===== config.mk =====
export PLATFORM = sky130hd
export DESIGN_NAME = serial_rx_fifo
export DESIGN_NICKNAME = d
export VERILOG_FILES = /design/src/rtl/serial_pkg.sv /design/src/rtl/byte_fifo.sv /design/src/rtl/serial_rx_fifo.sv
export SDC_FILE = /design/constraint.sdc
export NUM_CORES = 1
export LEC_CHECK = 0
export CAP_MARGIN = 20
export CORE_UTILIZATION = 53
export CTS_CLUSTER_DIAMETER = 100
export DETAILED_ROUTE_END_ITERATION = 8
export GPL_TIMING_DRIVEN = 0
export PLACE_DENSITY_LB_ADDON = 0.3
export SLEW_MARGIN = 10
export SYNTH_ARGS = -nofsm -noshare
export SYNTH_HDL_FRONTEND = slang
export SYNTH_SLANG_ARGS = --single-unit

===== constraint.sdc =====
create_clock -name clk -period 3.4 [get_ports clk]
set_clock_uncertainty 0.1 [all_clocks]
set_input_delay 0.34 -clock clk [delete_from_list [all_inputs] [get_ports clk]]
set_output_delay 0.34 -clock clk [all_outputs]
set_load 0.02 [all_outputs]

===== src/rtl/serial_pkg.sv =====
// Shared definitions for the serial receive path: byte width and capture FSM encodings.
package serial_pkg;

  localparam int BYTE_W = 8;

  typedef enum logic [1:0] {
    ST_IDLE     = 2'd0,
    ST_ACK      = 2'd1,
    ST_WAIT_LOW = 2'd2
  } cap_state_e;

endpackage


===== src/rtl/byte_fifo.sv =====
// First-word-fall-through FIFO with extra-MSB pointers; count, full and valid are registered.
module byte_fifo #(
  parameter int DEPTH_LOG2 = 4,
  parameter int WIDTH      = 8
) (
  input  logic                  clk,
  input  logic                  rst,
  input  logic                  push_i,
  input  logic [WIDTH-1:0]      push_dat_i,
  input  logic                  pop_i,
  output logic [WIDTH-1:0]      dat_o,
  output logic                  valid_o,
  output logic [DEPTH_LOG2:0]   count_o,
  output logic                  full_o
);

  localparam int DEPTH = 1 << DEPTH_LOG2;
  localparam logic [DEPTH_LOG2:0] FULL_CNT = (DEPTH_LOG2+1)'(DEPTH);

  logic [WIDTH-1:0]    mem_q [DEPTH];
  logic [DEPTH_LOG2:0] wr_ptr_q, wr_ptr_d;
  logic [DEPTH_LOG2:0] rd_ptr_q, rd_ptr_d;
  logic [DEPTH_LOG2:0] count_q, count_d;
  logic                full_q, valid_q;
  logic                do_push, do_pop;

  // Full/empty decisions use the pre-edge registered flags, so a push at full is
  // dropped even when a pop lands on the same edge.
  assign do_push = push_i && !full_q;
  assign do_pop  = pop_i && valid_q;

  always_comb begin
    wr_ptr_d = wr_ptr_q;
    rd_ptr_d = rd_ptr_q;
    if (do_push) wr_ptr_d = wr_ptr_q + 1'b1;
    if (do_pop)  rd_ptr_d = rd_ptr_q + 1'b1;
    count_d = wr_ptr_d - rd_ptr_d;
  end

  always_ff @(posedge clk or posedge rst) begin
    if (rst) begin
      wr_ptr_q <= '0;
      rd_ptr_q <= '0;
      count_q  <= '0;
      full_q   <= 1'b0;
      valid_q  <= 1'b0;
    end else begin
      wr_ptr_q <= wr_ptr_d;
      rd_ptr_q <= rd_ptr_d;
      count_q  <= count_d;
      full_q   <= (count_d == FULL_CNT);
      valid_q  <= (count_d != '0);
    end
  end

  always_ff @(posedge clk) begin
    if (do_push) mem_q[wr_ptr_q[DEPTH_LOG2-1:0]] <= push_dat_i;
  end

  assign dat_o   = mem_q[rd_ptr_q[DEPTH_LOG2-1:0]];
  assign valid_o = valid_q;
  assign count_o = count_q;
  assign full_o  = full_q;

endmodule


===== src/rtl/serial_rx_fifo.sv =====
// Captures bytes from the serial receiver, acknowledges each once, and buffers them in a FIFO.
//   state       | meaning
//   ST_IDLE     | waiting for rx_ready; captures or drops the byte on the edge it is seen
//   ST_ACK      | rx_ready_rst high for this single cycle
//   ST_WAIT_LOW | holding until rx_ready falls so one byte is never captured twice
module serial_rx_fifo
  import serial_pkg::*;
#(
  parameter int DEPTH_LOG2 = 4,
  parameter int WIDTH      = BYTE_W
) (
  input  logic                clk,
  input  logic                rst,
  input  logic [WIDTH-1:0]    rx_dat,
  input  logic                rx_ready,
  output logic                rx_ready_rst,
  output logic [WIDTH-1:0]    m_dat,
  output logic                m_valid,
  input  logic                m_ack,
  output logic [DEPTH_LOG2:0] count,
  output logic                full,
  output logic                overflow,
  input  logic                ovf_clr
);

  cap_state_e state_q, state_d;
  logic       ack_q;
  logic       ovf_q, ovf_d;
  logic       push, drop;

  always_comb begin
    state_d = state_q;
    push    = 1'b0;
    drop    = 1'b0;
    case (state_q)
      ST_IDLE: begin
        if (rx_ready) begin
          push    = !full;
          drop    = full;
          state_d = ST_ACK;
        end
      end
      ST_ACK:      state_d = ST_WAIT_LOW;
      ST_WAIT_LOW: if (!rx_ready) state_d = ST_IDLE;
      default:     state_d = ST_IDLE;
    endcase
    // A drop on the same edge as a clear must leave the flag set.
    ovf_d = drop ? 1'b1 : (ovf_clr ? 1'b0 : ovf_q);
  end

  always_ff @(posedge clk or posedge rst) begin
    if (rst) begin
      state_q <= ST_IDLE;
      ack_q   <= 1'b0;
      ovf_q   <= 1'b0;
    end else begin
      state_q <= state_d;
      ack_q   <= (state_d == ST_ACK);
      ovf_q   <= ovf_d;
    end
  end

  byte_fifo #(
    .DEPTH_LOG2 (DEPTH_LOG2),
    .WIDTH      (WIDTH)
  ) u_fifo (
    .clk        (clk),
    .rst        (rst),
    .push_i     (push),
    .push_dat_i (rx_dat),
    .pop_i      (m_ack),
    .dat_o      (m_dat),
    .valid_o    (m_valid),
    .count_o    (count),
    .full_o     (full)
  );

  assign rx_ready_rst = ack_q;
  assign overflow     = ovf_q;

endmodule


==> out/qor.yml <==
outcome:
  status: "finished, final reports clean"
worst_setup_path:
  crit_type: "reg -> out"
  rrSetupSlack_ps: 210
  path_cells: "clkbuf_1 -> clkbuf_4 -> mux4_2 -> a22oi_1 -> nand2_1 -> clkdlybuf4s50_1"
  rr_startpoint: "u_fifo.full_o$_DFF_PP0_"
  path_depth: 6
  path_max_fanout: 10
  slowest_delay_ps: 550
  r2r_cells: 9
  path_buf_inv: 3
  worstPathArrival_ps: 2870
  critical-path-top-delay-family: "buffers and inverters"
  required_ps: 2960
  reg2reg_to: "u_fifo.valid_o$_DFF_PP0_"
  slowest_stage: "clkdlybuf4s50_1"
  setup.worst_path.start_class: "flip-flop"
  cp-end-kind: "output port"
die:
  die_h_um: 108
  ios: 30
  initial_core_util_pct: 54.5
  dieArea_mm2: 0.0116
  rows: 38
  die_w_um: 108
  core-area_mm2: 0.0108
logic_synthesis:
  yosysWarningCount: 0
  syn_nets: 332
  seq_area_frac_synth_pct: 74.0
  synth_cell_types: 30
  syn-cell-area_mm2: 0.00590
  yosys_register_bits: 149
  syn_inst: 309
  avgSynthCellArea_um2: 19.1
drt:
  wl_per_cell_um: 22.2
  drt-initial-drc-count: 255
  antenna_left: 0
  totalWireLength_mm: 11.3
  dr_total_vias: 3004
  drc: 0
  via_per_inst: 5.89
  first_pass_iters: 5
power:
  power.leakage_uw: 0.00242
  sw_frac_of_total_pct: 31.2
  power.internal_uw: 4490
  p_seq_share_pct: 35.7
  switchingPower_uw: 2030
  ir_drop_uv: 864
  combPwrFrac_pct: 34.6
  power_density_mw_per_mm2: 930
  pwr-share-clk_pct: 29.7
job:
  maxCapViolCount: 0
sta:
  finalSetupTns_ps: 0
  setup_viol: 0
  worst_pin_slew_ps: 898
  max_slew_margin_pct: 39.9
  fin_ws_ps: 93.6
  hold_violations: 0
  fmax_ghz: 0.302
  fin_crit_ps: 3310
  timing.final.crit_share_pct: 97.2
  slew_violations: 0
  rsz0062_at_grt: "no"
clock_network:
  htree_levels: 4
  ctsLongestPathBuffers: 2
  numCtsBuffers: 17
  clockRootBuffer: "clkbuf_8"
  cts.sinks: 149
  cts_tree: "built"
  postCtsHoldBufs: 0
  clk_pin_slew_ps: 60
  clock_latency_ps: 520
final_layout:
  final_common_cell: "edfxtp_1"
  fin_cells: 510
  final_cell_mix: "edfxtp_1, mux4_2, clkdlybuf4s50_1"
  fin_area_mm2: 0.00702
  nets: 380
  drive_above_1_share_pct: 19.7
  num_antenna_cells: 0
  syn_to_final_growth_pct: 18.9
global_route:
  grt.overflow.total: 0
  antenna_found_initial: 0
  grt_max_degree: 22
  grt_usage_pct: 22.0
  grt_pass1_wl_mm: 17.4
  first_global_vias: 3171
place:
  routabilityCongestion: 0.752
  portBuffers: 29
  place_area_mm2: 0.00639
  dp_cells: 478
  place_hpwl_mm: 7.14
  post-place-ws_ps: -458
min_path:
  hp-class: "in -> async"
==> stage by stage <==
stage | hold slack (ps) | power (µW) | utilization, %
detailed placement | 399 | 4610 | 58.9
finish | 168 | 6530 | 64.8
CTS | 167 | 6580 | 64.8
floorplan | 217 | 3880 | -
global placement | 395 | 4530 | 58.8
global route | 251 | 6830 | 64.8
==> worst max-delay path by stage <==
stage                     slack (ps)                        to                          from
after global routing               8                  m_dat[1]  u_fifo.rd_ptr_q[0]$_DFF_PP0_
after detailed placement        -460  u_fifo.valid_o$_DFF_PP0_                      rx_ready
after global placement          -420  u_fifo.valid_o$_DFF_PP0_                      rx_ready
after floorplan                  240  u_fifo.valid_o$_DFF_PP0_       u_fifo.full_o$_DFF_PP0_
final                             90                  m_dat[7]  u_fifo.rd_ptr_q[1]$_DFF_PP0_
after CTS                         60                  m_dat[7]  u_fifo.rd_ptr_q[1]$_DFF_PP0_
==> repair_timing <==
action / CTS / global route
resized for setup: 12 / 1
pin swaps: 1 / 0
setup buffers: 1 / 0
endpoints found under the setup margin: 10 / 1
gates cloned: 0 / 0
==> cells by family (layout without fill, tap and decap cells) <==
family / Yosys count / in the layout / share of synthesized area [%]
DFF: 149 / 149 / 74.0
and+or+nand+nor: 55 / 55 / 4.85
muxes: 35 / 35 / 12.8
buffers and inverters: 27 / 88 / 1.76
AOI/OAI and AO/OA: 21 / 21 / 2.56
xor gates and xnor gates: 12 / 12 / 1.78
adders and majority gates: 10 / 10 / 2.25
==> cell usage after synthesis (all sizes together) <==
| cell type | instances | share of area, % |
|---|---|---|
| nand2 | 17 | 1.1 |
| a22oi | 16 | 2.0 |
| clkbuf | 9 | 0.57 |
| ha | 9 | 1.9 |
| edfxtp | 128 | 65 |
| dfrtp | 21 | 8.9 |
| inv | 14 | 0.89 |
| and4 | 1 | 0.15 |
| a21o | 1 | 0.13 |
| nand3 | 3 | 0.25 |
| fa | 1 | 0.34 |
| nor2 | 14 | 0.89 |
| mux4 | 32 | 12 |
| nor4b | 1 | 0.40 |
| buf | 4 | 0.30 |
| o21ai | 3 | 0.25 |
| mux2i | 2 | 0.34 |
| nor3 | 4 | 0.34 |
| mux2 | 1 | 0.25 |
| nor2b | 4 | 0.42 |
| or4 | 2 | 0.32 |
| a221oi | 1 | 0.15 |
| nor3b | 2 | 0.25 |
| and2 | 1 | 0.11 |
| xnor2 | 8 | 1.2 |
| nand2b | 3 | 0.32 |
| xor2 | 4 | 0.59 |
| nand4 | 3 | 0.32 |
==> worst reg2reg max path, cell delays in order (launching register included) <==
cell	delay, ps
dfrtp_1	420
nor4b_4	360
nand2_1	210
xnor2_1	190
ha_1	380
nor2b_1	160
a221oi_1	300
xnor2_1	150
or4_1	530
mux2_4	280
==> cell type report <==
cell class	instances	area, µm²
sequential	149	4370
tap	140	175
inverter	14	52.6
clock inverter	11	181
timing repair buffer	30	298
multi-input combinational	133	1450
clock buffer	21	429
buffer	12	62.6
fill	761	3820
==> state kept, by name, summed over array words and instances, names as in the netlist <==
| name | flops |
|---|---|
| state_q | 2 |
| u_fifo.wr_ptr_q | 5 |
| u_fifo.mem_q | 128 |
| u_fifo.rd_ptr_q | 5 |
| u_fifo.count_o | 5 |
| rx_ready_rst | 1 |
| u_fifo.valid_o | 1 |
| u_fifo.full_o | 1 |
| overflow | 1 |
==> power groups by stage <==
stage          clock network (µW)  logic [µW]  registers (µW)
6_report                     1940        2260            2330
5_1_grt                      2020        2460            2350
4_1_cts                      1960        2290            2330
3_5_place_dp                    0        2270            2340
3_3_place_gp                    0        2200            2330
2_1_floorplan                   0        1510            2360
==> routing by layer <==
layer | GRT usage [%] | routed length [µm]
met5 | 0 | 0
met1 | 26.8 | 4540
met3 | 6.36 | 565
met2 | 36.0 | 6030
met4 | 10.9 | 179
Note: power is estimated with default switching activity, not from simulation.
